**src/rtl/pkg_en.sv**
```systemverilog
// Token-channel types shared by element links, plus round-robin arbiter constants.
// The forward-token i field exists only when EXTEND is defined.
package pkg_en;

    localparam int unsigned TK_DATA_W      = 16;
    localparam int unsigned TK_ARB_MAX_REQ = 16;
`ifdef EXTEND
    localparam int unsigned TK_ID_W        = 4;
`endif

    typedef struct packed {
        logic                 v;
        logic                 a;
        logic                 r;
`ifdef EXTEND
        logic [TK_ID_W-1:0]   i;
`endif
        logic [TK_DATA_W-1:0] d;
    } FTk_t;

    typedef struct packed {
        logic n;
        logic t;
        logic v;
        logic c;
    } BTk_t;

    typedef enum logic {
        IDLE,
        BUSY
    } arb_state_t;

    function automatic int unsigned idx_width(int unsigned n);
        return (n > 1) ? $clog2(n) : 1;
    endfunction

endpackage

```
**src/rtl/rr_picker.sv**
```systemverilog
// Combinational round-robin picker: first asserted request at or after ptr, wrapping around.
// Produces a one-hot winner and a found flag.
module rr_picker
    import pkg_en::*;
#(
    parameter int unsigned NUM_REQ = 4,
    localparam int unsigned IW = idx_width(NUM_REQ)
) (
    input  logic [NUM_REQ-1:0] req,
    input  logic [IW-1:0]      ptr,
    output logic [NUM_REQ-1:0] winner,
    output logic               found
);

    logic [IW-1:0] idx;

    always_comb begin
        winner = '0;
        found  = 1'b0;
        idx    = '0;
        for (int unsigned i = 0; i < NUM_REQ; i++) begin
            idx = IW'((32'(ptr) + i) % NUM_REQ);
            if (!found && req[idx]) begin
                found       = 1'b1;
                winner[idx] = 1'b1;
            end
        end
    end

endmodule

```
**src/rtl/tk_arbiter.sv**
```systemverilog
// Message-level round-robin arbiter sharing one token channel among NUM_REQ requesters.
// Define TK_ARB_WDOG_EN to build the idle watchdog that force-releases a silent grant.
module tk_arbiter
    import pkg_en::*;
#(
    parameter int unsigned NUM_REQ = 4,
    parameter int unsigned TIMEOUT = 256
) (
    input  logic               clock,
    input  logic               reset,
    input  FTk_t [NUM_REQ-1:0] I_FTk,
    output BTk_t [NUM_REQ-1:0] O_BTk,
    output FTk_t               O_FTk,
    input  BTk_t               I_BTk,
    output logic [NUM_REQ-1:0] O_Grant,
    output logic               O_Err
);

    localparam int unsigned IW = idx_width(NUM_REQ);

    if (NUM_REQ < 2 || NUM_REQ > TK_ARB_MAX_REQ) begin : g_bad_num_req
        $error("tk_arbiter: NUM_REQ out of range");
    end

    arb_state_t         state_q;
    logic [IW-1:0]      ptr_q;
    logic [IW-1:0]      gidx_q;
    logic [NUM_REQ-1:0] grant_q;

    logic [NUM_REQ-1:0] req;
    logic [NUM_REQ-1:0] winner;
    logic               found;
    logic [IW-1:0]      win_idx;
    logic [IW-1:0]      next_ptr;
    FTk_t               gtk;
    logic               rel;
    logic               wd_fire;

    always_comb begin
        for (int unsigned k = 0; k < NUM_REQ; k++) begin
            req[k] = I_FTk[k].v & I_FTk[k].a;
        end
    end

    rr_picker #(
        .NUM_REQ(NUM_REQ)
    ) u_picker (
        .req   (req),
        .ptr   (ptr_q),
        .winner(winner),
        .found (found)
    );

    always_comb begin
        win_idx = '0;
        for (int unsigned k = 0; k < NUM_REQ; k++) begin
            if (winner[k]) win_idx = IW'(k);
        end
    end

    assign gtk      = I_FTk[gidx_q];
    // Only a transferred (not nacked) release word ends the message.
    assign rel      = (state_q == BUSY) && gtk.v && !I_BTk.n && gtk.r;
    assign next_ptr = (gidx_q == IW'(NUM_REQ - 1)) ? '0 : gidx_q + IW'(1);

    always_ff @(posedge clock) begin
        if (reset) begin
            state_q <= IDLE;
            ptr_q   <= '0;
            gidx_q  <= '0;
            grant_q <= '0;
        end else begin
            unique case (state_q)
                IDLE: begin
                    if (found) begin
                        state_q <= BUSY;
                        gidx_q  <= win_idx;
                        grant_q <= winner;
                    end
                end
                BUSY: begin
                    if (rel || wd_fire) begin
                        state_q <= IDLE;
                        ptr_q   <= next_ptr;
                        grant_q <= '0;
                    end
                end
                default: state_q <= IDLE;
            endcase
        end
    end

    assign O_Grant = grant_q;

    // Losers and idle requesters are held off by echoing their valid as nack.
    always_comb begin
        O_FTk = '0;
        for (int unsigned k = 0; k < NUM_REQ; k++) begin
            O_BTk[k]   = '0;
            O_BTk[k].n = I_FTk[k].v;
        end
        if (state_q == BUSY) begin
            O_FTk         = gtk;
            O_BTk[gidx_q] = I_BTk;
        end
    end

`ifdef TK_ARB_WDOG_EN
    localparam int unsigned CW = $clog2(TIMEOUT + 1);

    logic [CW-1:0] wd_cnt_q;
    logic          err_q;

    assign wd_fire = (state_q == BUSY) && (wd_cnt_q == CW'(TIMEOUT));

    always_ff @(posedge clock) begin
        if (reset) begin
            wd_cnt_q <= '0;
            err_q    <= 1'b0;
        end else begin
            err_q <= wd_fire && !rel;
            if (state_q != BUSY || rel || wd_fire || gtk.v) begin
                wd_cnt_q <= '0;
            end else begin
                wd_cnt_q <= wd_cnt_q + CW'(1);
            end
        end
    end

    assign O_Err = err_q;
`else
    logic unused_timeout;

    assign unused_timeout = ^TIMEOUT;
    assign wd_fire        = 1'b0;
    assign O_Err          = 1'b0;
`endif

endmodule

```
**config.mk**
```make
export PLATFORM = sky130hd
export DESIGN_NAME = tk_arbiter
export DESIGN_NICKNAME = d
export VERILOG_FILES = /design/src/rtl/pkg_en.sv /design/src/rtl/rr_picker.sv /design/src/rtl/tk_arbiter.sv
export SDC_FILE = /design/constraint.sdc
export NUM_CORES = 1
export LEC_CHECK = 0
export ABC_AREA = 1
export BUFFER_PORTS_ARGS = -buffer_cell sky130_fd_sc_hd__buf_2
export CORE_ASPECT_RATIO = 2
export CORE_MARGIN = 4
export CORE_UTILIZATION = 41
export DETAILED_ROUTE_END_ITERATION = 8
export PLACE_DENSITY = 0.93
export SYNTH_ARGS = -nofsm -noshare
export SYNTH_HDL_FRONTEND = slang
export SYNTH_SLANG_ARGS = --single-unit
```
**constraint.sdc**
```tcl
create_clock -name clock -period 2.1 [get_ports clock]
set_input_delay 0.105 -clock clock [delete_from_list [all_inputs] [get_ports clock]]
set_output_delay 0.105 -clock clock [all_outputs]
set_load 0.02 [all_outputs]
```
======== Word level (Yosys, flattened, before mapping) ========
Index checks and enable logic that the tools add are counted.
storage, ports and cells
  logic and storage cells ................. 88
  output and inout bits ................... 40
  flip-flop bits (word level) ............. 9
  input bits .............................. 82
operators by class
  multiplexer cells ....................... 41
  bitwise logic cells ..................... 8
  order comparisons ....................... 10
  reduce and logical (&&, ||, !) cells .... 18
  equality and inequality tests ........... 3
  add/subtract/negate cells ............... 4
operators by type and width
  kind                                                                                  count
  19-bit binary-select mux with 2-bit select                                            1
  19-bit 2-to-1 mux                                                                     2
  4-bit 2-to-1 mux                                                                      7
  16-bit bitwise mux                                                                    1
  16-bit 2-to-1 mux                                                                     1
  2-bit by 3-bit < comparator with 1-bit output (second input constant)                 5
  1-bit 2-to-1 mux                                                                      15
  4-bit bitwise OR                                                                      3
  1-bit logical AND                                                                     11
  2-bit by 1-bit greater-or-equal comparator with 1-bit output (second input constant)  5
  1-bit binary-select mux with 2-bit select                                             4
  1-bit demux with 2-bit select                                                         4
  4-bit demux with 2-bit select                                                         1
  4-bit case mux with 2 select lines                                                    1
  2-bit 2-to-1 mux                                                                      3
  2-bit AND reduction                                                                   3
  2-bit by 1-bit adder with 2-bit output (second input constant)                        2
  2-bit adder (second input constant)                                                   2
  1-bit bitwise AND                                                                     4
  1-bit logical NOT                                                                     4
  2-bit equality test (second input constant)                                           1
  2-bit by 1-bit inequality test with 1-bit output (second input constant)              1
  2-bit inequality test (second input constant)                                         1
  1-bit case mux with 2 select lines                                                    1
  1-bit inverter                                                                        1

======== Longest topological paths before layout ========
Gate-level depths: netlist of the first run.
  depth after elaboration ................. 16
  mapped depth ............................ 13
  gate-level depth less buffers ........... 13

======== Hierarchy ========
From an unflattened synthesis of the first run, not the netlist that was laid out.
second synthesis, totals
  cell total of the unflattened synthesis .. 333
  area, all modules ....................... 1760.4 µm²
by module, submodules not included
  module      instances  seq. area each (µm²)  cells an instance  area an instance (µm²)
  tk_arbiter  1          180.2                 257                1341.3
  rr_picker   1          0.0                   76                 419.2

======== Worst setup path after synthesis of the first run ========
OpenSTA, ideal clock, no wires.
  path kind ............................... reg2reg
  start point ............................. register ptr_q[0]
  end point ............................... register gidx_q[0]
  cell stages (with the launch flop) ...... 13
  data required time ...................... 1.989 ns
  setup time .............................. 0.111 ns
  clock period less this slack ............ 1.841 ns
  arrival time ............................ 1.729 ns
  setup slack ............................. 0.259 ns
  path buffers ............................ 0
  path through ............................ dfxtp_1 -> inv_2 -> ha_1 -> inv_1 -> nand3_1 -> nand2_2 -> nand3_4 -> nor2_2 -> nand2_1 -> nand3_1 -> nor2_2 -> nor2_1 -> nor2_1
between the ends
  cells in the longest elaborated chain, start to end .. 15
  elaborated cells between the ends (all ways) .. 52
  those cells by class .................... 3 x add/sub; 8 x order compare; 27 x mux; 3 x bitwise; 11 x reduce/logical
ends and longest elaborated chain
  what                                                                                                    line              text
  from (decl)                                                                                             tk_arbiter.sv:26  logic [IW-1:0] ptr_q;
  from (signal assigned)                                                                                  tk_arbiter.sv:84  ptr_q <= next_ptr;
  parallel branches: the longest is 15 deep, another holds 2-bit by 3-bit < comparator with 1-bit output  --
  to (signal assigned)                                                                                    tk_arbiter.sv:77  gidx_q <= win_idx;
  to (decl)                                                                                               tk_arbiter.sv:27  logic [IW-1:0] gidx_q;
Parallel ways; which one is timed is not known. The select of a mux whose other input is x is not followed.
A chain may end at the register's enable or synchronous reset.

==> out/metrics.yaml, run 1 <==
grt_max_degree: 33
antenna_left: 0
dieArea_um2: 5148
final_cell_mix: "buf_2 (120), nor2_1 (95), o21ai_0 (47)"
hold-path-cell-count: 2
yosysWarnings: 0
final_common_cell: "buf_2"
worstPathRequired_ns: 2.00
wl_um: 6183
drtIter0Drc: 67
leakagePower_nw: 1.331
path_buf_inv: 2
hold-path-endpoint: "O_Grant[0]$_SDFFE_PP0P_"
r2r-start: "ptr_q[0]$_SDFFE_PP0P_"
path_common_cell: "nor2_1"
cap_violations: 0
postCtsSetupBuffers: 0
start_util: 0.4233
syn_area_um2: 1644
ir_drop_uv: 405.2
tns_ns: 0
drv_slew: 0
hpwl_um: 5174
pre_cts_ws_ns: 0.1642
min_from: "reset"
fin_crit_sh: 0.8922
cts_tree: "yes"
grt_pass1_vias: 2344
crit_chain: "buf_4 > nor2_1 > nor2_1 > o21ai_0 > a21oi_1 > buf_2"
io-pin-count: 122
synth_cell_types: 26
n_fill_cell: 394
firstDrtPassIters: 5
cts_max_path_buffers: 2
grt_pass1_wl_um: 9853
cp_top_family: "buffers and inverters"
worst-path-max-fanout: 32
reg2reg_depth: 11
place_congestion: 0.9404
start_kind: "flop"
drive_gt1_frac: 0.3662
synth.top_cell.area_share: 0.2169
setup_violations: 0
syn-num-nets: 402
multi_input_area_um2: 1301
rrSetupSlack_ns: 0.28
area_growth_pct: 42.54
worstSetupPathType: "reg -> out"
finClkSkew_ns: 0.006732
status: "completed"
cp_slowest_cell: "dfxtp_1"
grt.overflow.total: 0
die_height_um: 97.55
clk_pin_slew_ns: 0.05
drc: 0
rows: 32
vias: 2430
endpoint_kind: "output pin"
power.density_nw_per_um2: 659.7
track_usage: 0.2393
htree_levels: 1
vias_per_cell: 5.094
diodes: 0
coreArea_um2: 3884
clk_latency_ns: 0.24
cts-root-buf: "clkbuf_8"
io_buffers: 120
clkSinkCount: 9
cts_buffers: 3
yosys-top-cells-area: "nor2_1 (22%), o21ai_0 (14%), dfxtp_1 (11%), nand2_1 (10%), ha_1 (9.1%)"
hold_viol: 0
seq_area_frac_synth: 0.1096
wire_per_inst_um: 12.96
die_w_um: 52.78
yosys.area.top_type: "nor2_1"
critPathMaxStageDelay_ns: 0.48
fin_crit_ns: 1.874
nets: 521
syn_inst: 308
cp_data_arrival_time_ns: 1.77
seq_area_um2: 181.4
ys_ff_latch: 9
clock.fmax_ghz: 0.5337
avgSynthCellArea_um2: 5.338
timing.rr.end: "gidx_q[0]$_SDFFE_PP0P_"
antenna_found_initial: 0
setup_slack_ns: 0.2265
rsz0062_at_grt: "false"
min_path_type: "in -> reg"
==> where the power goes <==
group | switching (mW) | leakage, nW | internal, mW | total (mW)
logic | 0.709 | 1.23 | 0.393 | 1.10
clock network | 0.0751 | 0.0255 | 0.130 | 0.205
registers | 0.0387 | 0.0742 | 0.201 | 0.239
total | 0.823 | 1.33 | 0.723 | 1.55
==> cell usage after synthesis <==
cell type / number
nand2_4: 1
and3_1: 1
nand3_1: 17
nand2_1: 45
o21ai_1: 1
o21ai_0: 47
conb_1: 1
o22a_1: 1
dfxtp_1: 9
nand3_2: 5
inv_2: 4
buf_2: 7
nand2_2: 4
nand3_4: 1
buf_6: 2
clkinv_1: 1
a21oi_1: 24
ha_1: 12
buf_1: 2
inv_1: 15
nor2_4: 2
nor2_1: 95
clkbuf_1: 4
nor2_2: 4
buf_4: 1
nor3_1: 2
==> state kept, by name, summed over array words and instances, names as in the netlist <==
signal,flops
O_Grant,4
gidx_q,2
ptr_q,2
state_q,1
==> metrics by stage <==
step	total power [mW]	hold WS [ns]	std cells	utilization	cell area (um^2)
floorplan	1.004	0.1741	308	-	1644
finish	1.546	0.1147	477	0.6034	2344
global route	1.693	0.1211	477	0.6034	2344
detailed placement	1.334	0.3523	473	0.5912	2296
global placement	1.315	0.3523	473	0.5912	2296
CTS	1.545	0.1088	477	0.6031	2342
==> layer usage <==
| layer | share of wire | track usage | vias to the layer above | routed length (um) |
|---|---|---|---|---|
| li1 | - | - | 1228 | - |
| met1 | 0.34 | 0.2218 | 1068 | 2095 |
| met2 | 0.56 | 0.4770 | 110 | 3432 |
| met3 | 0.069 | 0.02151 | 24 | 424 |
| met4 | 0.037 | 0.1063 | 0 | 231 |
| met5 | 0 | 0 | - | 0 |
==> area by class of cell <==
| type | instances | area share |
|---|---|---|
| flip-flops and latches | 9 | 0.07742 |
| well taps | 51 | 0.02723 |
| clock inverters | 1 | 0.002136 |
| inverters | 20 | 0.03203 |
| clock buffers | 3 | 0.01762 |
| multi-input cells | 263 | 0.5553 |
| repair buffers | 130 | 0.2883 |
==> what timing repair did <==
action / CTS / global route
hold buffers: 0 / 0
gates resized for setup: 0 / 1
endpoints found under the setup margin: 0 / 1
==> logic make-up (layout without fill, tap and decap cells) <==
kind of cell | Yosys count | after routing | share of synthesized area
DFF | 9 | 9 | 0.1096
and+or+nand+nor | 177 | 177 | 0.4734
adders and majority gates | 12 | 12 | 0.09132
other | 1 | 1 | 0.002281
buffers and inverters | 36 | 154 | 0.09892
AOI/OAI and AO/OA | 73 | 73 | 0.2245
==> how the worst max path moves through the flow <==
stage | start | to | slack, ns | cells past startpoint
after floorplan | ptr_q[0]$_SDFFE_PP0P_ | gidx_q[0]$_SDFFE_PP0P_ | 0.26 | 12
final | gidx_q[0]$_SDFFE_PP0P_ | O_FTk[6] | 0.23 | 6
after detailed placement | ptr_q[0]$_SDFFE_PP0P_ | gidx_q[0]$_SDFFE_PP0P_ | 0.16 | 13
after global routing | gidx_q[0]$_SDFFE_PP0P_ | O_FTk[7] | 0.08 | 6
after CTS | ptr_q[0]$_SDFFE_PP0P_ | gidx_q[0]$_SDFFE_PP0P_ | 0.17 | 13
after global placement | ptr_q[0]$_SDFFE_PP0P_ | gidx_q[0]$_SDFFE_PP0P_ | 0.25 | 12
Note: power is estimated with default switching activity, not from simulation.
==> inputs of run 2 (changes only) <==
==> config.mk (replaced) <==
export PLATFORM = sky130hd
export DESIGN_NAME = tk_arbiter
export DESIGN_NICKNAME = d
export VERILOG_FILES = /design/src/rtl/pkg_en.sv /design/src/rtl/rr_picker.sv /design/src/rtl/tk_arbiter.sv
export SDC_FILE = /design/constraint.sdc
export NUM_CORES = 1
export LEC_CHECK = 0
export ABC_AREA = 1
export CORE_UTILIZATION = 64
export DETAILED_ROUTE_END_ITERATION = 8
export DONT_BUFFER_PORTS = 1
export PLACE_DENSITY = 0.92
export SYNTH_ARGS = -nofsm -noshare
export SYNTH_HDL_FRONTEND = slang
export SYNTH_SLANG_ARGS = --single-unit
==> run 2 against run 1 <==
  * Die area down 46%
  * Clock-buffer cell count up 1
  * Via count down 15%
  * First-iteration DRC count up 51%
  * Utilization up 13 points
  * Total power down 12%
  * Non-clock buffer count down 107
  * Clock power down 29%
  * Critical path type unchanged
  * Critical endpoint is now O_FTk[5]
  * Highest routed layer unchanged
==> out/metrics.yaml, run 2 (synthesized netlist as in run 1, its figures left out) <==
status: "completed"
hold_viol: 0  # unchanged
grt_pass1_vias: 1638  # -30%
htree_levels: 1  # unchanged
power.density_nw_per_um2: 752.9  # +14%
design_power_total_mw: 1.359  # -12%
rows: 18  # -44%
leakagePower_nw: 0.8687  # -35%
coreArea_um2: 2455  # -37%
worst-path-max-fanout: 19  # -41%
drc: 0  # unchanged
drv_slew: 0  # unchanged
die_w_um: 52.69  # -0.17%
antenna_left: 0  # unchanged
clk_latency_ns: 0.28  # +0.04 ns
tns_ns: 0  # unchanged
critPathMaxStageDelay_ns: 0.56  # +0.08 ns
place_congestion: 0.9623  # +2.3%
cts_buffers: 3  # unchanged
crit_chain: "buf_4 > nor2_1 > nor2_1 > o21ai_0 > a21oi_1"
wl_um: 5115  # -17%
finClkSkew_ns: 0.01163  # +0.004899 ns
final_common_cell: "nor2_1"
tightestPinTransition_ns: 0.5691
drtIter0Drc: 101  # +51%
ir_drop_uv: 688.0  # +70%
n_fill_cell: 208  # -47%
slew_headroom: 0.6218
cap_violations: 0  # unchanged
largest_reg_flops: 4  # unchanged
firstDrtPassIters: 5  # unchanged
setup_violations: 0  # unchanged
grt.overflow.total: 0  # unchanged
io_buffers: 0  # -100%
diodes: 0  # unchanged
start_kind: "flop"
grt_pass1_wl_um: 7086  # -28%
cts-root-buf: "clkbuf_4"
final_cell_mix: "nor2_1 (95), o21ai_0 (47), nand2_1 (45)"
start_util: 0.6697  # +0.2464
drive_gt1_frac: 0.1567  # -0.2095
hpwl_um: 4071  # -21%
fin_crit_ns: 1.965  # +0.09174 ns
area_growth_pct: 9.817
path_common_cell: "nor2_1"
worstPathRequired_ns: 2.00  # about the same
clk_pin_slew_ns: 0.07  # +0.02 ns
rsz0062_at_grt: "false"
dieArea_um2: 2776  # -46%
timing.hold.ws_ns: 0.04493  # -0.06973 ns
cp_slowest_cell: "dfxtp_1"
grt_max_degree: 23  # -30%
worstSetupPathType: "reg -> out"
wire_per_inst_um: 14.66  # +13%
clkSinkCount: 9  # unchanged
fin_crit_sh: 0.9358  # +0.04369
vias_per_cell: 5.931  # +16%
clock.fmax_ghz: 0.5088  # -4.7%
io-pin-count: 122  # unchanged
endpoint_kind: "output pin"
antenna_found_initial: 0  # unchanged
die_height_um: 52.69  # -46%
cts_max_path_buffers: 2  # unchanged
min_path_type: "in -> reg"
cp_data_arrival_time_ns: 1.86  # +0.09 ns
cts_tree: "yes"
vias: 2070  # -15%
track_usage: 0.3439  # +0.1046
nets: 414  # -21%
==> run 2: power breakdown <==
part	switching [mW]	leakage, nW	internal [mW]	total (mW)
clock	0.0718	0.0150	0.0736	0.145
sequential	0.0573	0.0747	0.200	0.258
combinational	0.657	0.779	0.299	0.956
==> run 2: area by class of cell <==
type	count	area, um^2	area share
Sequential cell	9	182.7	0.1012
Multi-Input combinational cell	263	1309	0.7249
Clock buffer	4	26.28	0.01455
Timing Repair Buffer	23	175.2	0.09702
Tap cell	30	37.54	0.02079
Inverter	20	75.07	0.04158
==> run 2: repair_timing <==
| item | CTS | global route |
|---|---|---|
| hold buffers | 1 | 0 |
| endpoints found under the setup margin | 0 | 8 |
| gates resized for setup | 0 | 4 |
| hold endpoints to repair | 5 | 0 |
| buffers inserted | 0 | 0 |
==> run 2: worst paths after layout <==
check,start,endpoint,slack (ns),cells past startpoint
worst max-delay path,gidx_q[0]$_SDFFE_PP0P_,O_FTk[5],0.13,5
worst min-delay path,reset,ptr_q[0]$_SDFFE_PP0P_,0.04,3
worst max register to register,ptr_q[0]$_SDFFE_PP0P_,gidx_q[0]$_SDFFE_PP0P_,0.24,11
worst min register to register,O_Grant[3]$_SDFFE_PP0P_,O_Grant[3]$_SDFFE_PP0P_,0.57,2
==> run 2: critical path: cells and delay by family, from the launching register on <==
family                 cells  cell delay, ns
AO/OA/AOI/OAI              2            0.57
buffers and inverters      1            0.30
flip-flops                 1            0.56
AND/OR/NAND/NOR            2            0.17
==> run 2: metrics by stage <==
stage                     utilization  setup slack [ns]  cell area, um^2  cells
after floorplan                     -            0.2594             1644    308
after global placement         0.7166            0.2763             1759    344
after detailed placement       0.7166            0.1711             1759    344
after CTS                      0.7314            0.1250             1795    349
after global routing           0.7355           0.02326             1805    349
final                          0.7355            0.1347             1805    349
==> run 2: layer usage <==
metal  vias up  part of all wire  GRT usage
met3        19              0.13     0.1304
li1       1019                 -          -
met4         0             0.025     0.1140
met5         -                 0          0
met2       137              0.46     0.5675
met1       895              0.38     0.4031
==> inputs of run 3 (changes only) <==
--- a/config.mk
+++ b/config.mk
@@ -9,6 +9,7 @@
 export CORE_UTILIZATION = 64
 export DETAILED_ROUTE_END_ITERATION = 8
 export DONT_BUFFER_PORTS = 1
+export MAX_ROUTING_LAYER = met4
 export PLACE_DENSITY = 0.92
 export SYNTH_ARGS = -nofsm -noshare
 export SYNTH_HDL_FRONTEND = slang
==> run 3 against run 2 <==
  * First-iteration DRC count grew 18%
  * Clock skew rose by 0.00067 ns
  * Via count up 2.7%
  * Largest cell class unchanged
  * Highest routed layer unchanged
==> out/metrics.yaml, run 3 (synthesized netlist as in run 1, its figures left out) <==
cts_tree: "yes"
hold_viol: 0  # unchanged
fin_util: 0.7339  # -0.001529
endpoint_kind: "output pin"
cts-root-buf: "clkbuf_4"
clk_latency_ns: 0.27  # about the same
fin_crit_ns: 2.002  # +0.03634 ns
coreArea_um2: 2455  # unchanged
grt_pass1_wl_um: 7210  # +1.7%
worst-path-max-fanout: 19  # unchanged
worstPathRequired_ns: 2.00  # about the same
place_congestion: 0.9792  # +1.8%
cts_max_path_buffers: 2  # unchanged
io_buffers: 0  # unchanged
status: "completed"
grt_max_degree: 23  # unchanged
ir_drop_uv: 614.7  # -11%
leakagePower_nw: 0.8687  # about the same
antenna_left: 0  # unchanged
seq_area_um2: 182.7  # unchanged
drc: 0  # unchanged
tns_ns: 0  # unchanged
rows: 18  # unchanged
power.density_nw_per_um2: 760.5  # +1.0%
hpwl_um: 4179  # +2.7%
slew_headroom: 0.5979  # -0.02386
area_growth_pct: 9.589
vias: 2126  # +2.7%
cts_buffers: 3  # unchanged
die_height_um: 52.69  # unchanged
antenna_found_initial: 0  # unchanged
rsz0062_at_grt: "false"
n_fill_cell: 219  # +5.3%
min_path_type: "in -> reg"
firstDrtPassIters: 5  # unchanged
cp_data_arrival_time_ns: 1.90  # +0.04 ns
clk_pin_slew_ns: 0.08  # about the same
vias_per_cell: 6.092  # +2.7%
die_w_um: 52.69  # unchanged
finClkSkew_ns: 0.01230  # +0.0006676 ns
clkSinkCount: 9  # unchanged
fin_crit_sh: 0.9532  # +0.01731
final_common_cell: "nor2_1"
grt.overflow.total: 0  # unchanged
worstSetupPathType: "reg -> out"
wire_per_inst_um: 15.40  # +5.1%
drive_gt1_frac: 0.1536  # -0.003135
start_kind: "flop"
nets: 414  # unchanged
track_usage: 0.3640  # +0.02007
start_util: 0.6697  # unchanged
design_power_total_mw: 1.370  # +0.80%
timing.hold.ws_ns: 0.04913  # +0.004207 ns
drv_slew: 0  # unchanged
io-pin-count: 122  # unchanged
diodes: 0  # unchanged
tightestPinTransition_ns: 0.6050  # +0.03590 ns
htree_levels: 1  # unchanged
multi_input_area_um2: 1305  # -0.29%
wl_um: 5374  # +5.1%
clock.fmax_ghz: 0.4996  # -1.8%
cap_violations: 0  # unchanged
dieArea_um2: 2776  # unchanged
largest_reg_flops: 4  # unchanged
grt_pass1_vias: 1685  # +2.9%
drtIter0Drc: 119  # +18%
final_cell_mix: "nor2_1 (95), o21ai_0 (47), nand2_1 (45)"
setup_violations: 0  # unchanged
==> run 3: worst paths after layout <==
check                                from  slack (ns)                 endpoint  cells after the start
hold / removal                      reset        0.05    ptr_q[1]$_SDFFE_PP0P_                      3
setup / recovery   gidx_q[0]$_SDFFE_PP0P_         0.1                 O_FTk[3]                      5
setup reg to reg    ptr_q[1]$_SDFFE_PP0P_        0.18   gidx_q[0]$_SDFFE_PP0P_                     12
hold reg to reg   O_Grant[3]$_SDFFE_PP0P_        0.56  O_Grant[3]$_SDFFE_PP0P_                      2
==> run 3: repair_timing <==
| item | CTS | global route |
|---|---|---|
| setup endpoints to repair | 0 | 7 |
| hold buffers | 1 | 0 |
| endpoints found under the hold margin | 5 | 0 |
| buffers inserted | 0 | 0 |
| gates resized for setup | 0 | 3 |
==> run 3: report_power, final <==
part	internal, mW	switching [mW]	total (mW)	leakage, nW
Sequential	0.200	0.0582	0.258	0.0747
Combinational	0.299	0.669	0.968	0.779
Clock	0.0734	0.0700	0.143	0.0150
==> run 3: area by class of cell <==
class                      instances  area share
clock buffer                       4     0.01458
inverter                          20     0.04167
multi-input combinational        263      0.7243
sequential                         9      0.1014
tap                               30     0.02083
timing repair buffer              23     0.09722
==> run 3: critical path, cell delays in order, from the launching register on <==
cell and delay (ns):
dfxtp_1 0.56, buf_4 0.30, nor2_1 0.08, nor2_1 0.09
o21ai_0 0.09, a21oi_1 0.52
==> run 3: per-layer routing <==
layer / global-route usage / share of wire
met5: - / 0
met2: 0.5781 / 0.46
met1: 0.3897 / 0.37
met4: 0.1667 / 0.025
met3: 0.1565 / 0.14
==> run 3: through the flow <==
step | area [um^2] | setup slack, ns | instances
after floorplan | 1644 | 0.2594 | 308
after global placement | 1759 | 0.2765 | 344
after detailed placement | 1759 | 0.1666 | 344
after CTS | 1795 | 0.1235 | 349
after global routing | 1802 | 0.01196 | 349
final | 1802 | 0.09838 | 349
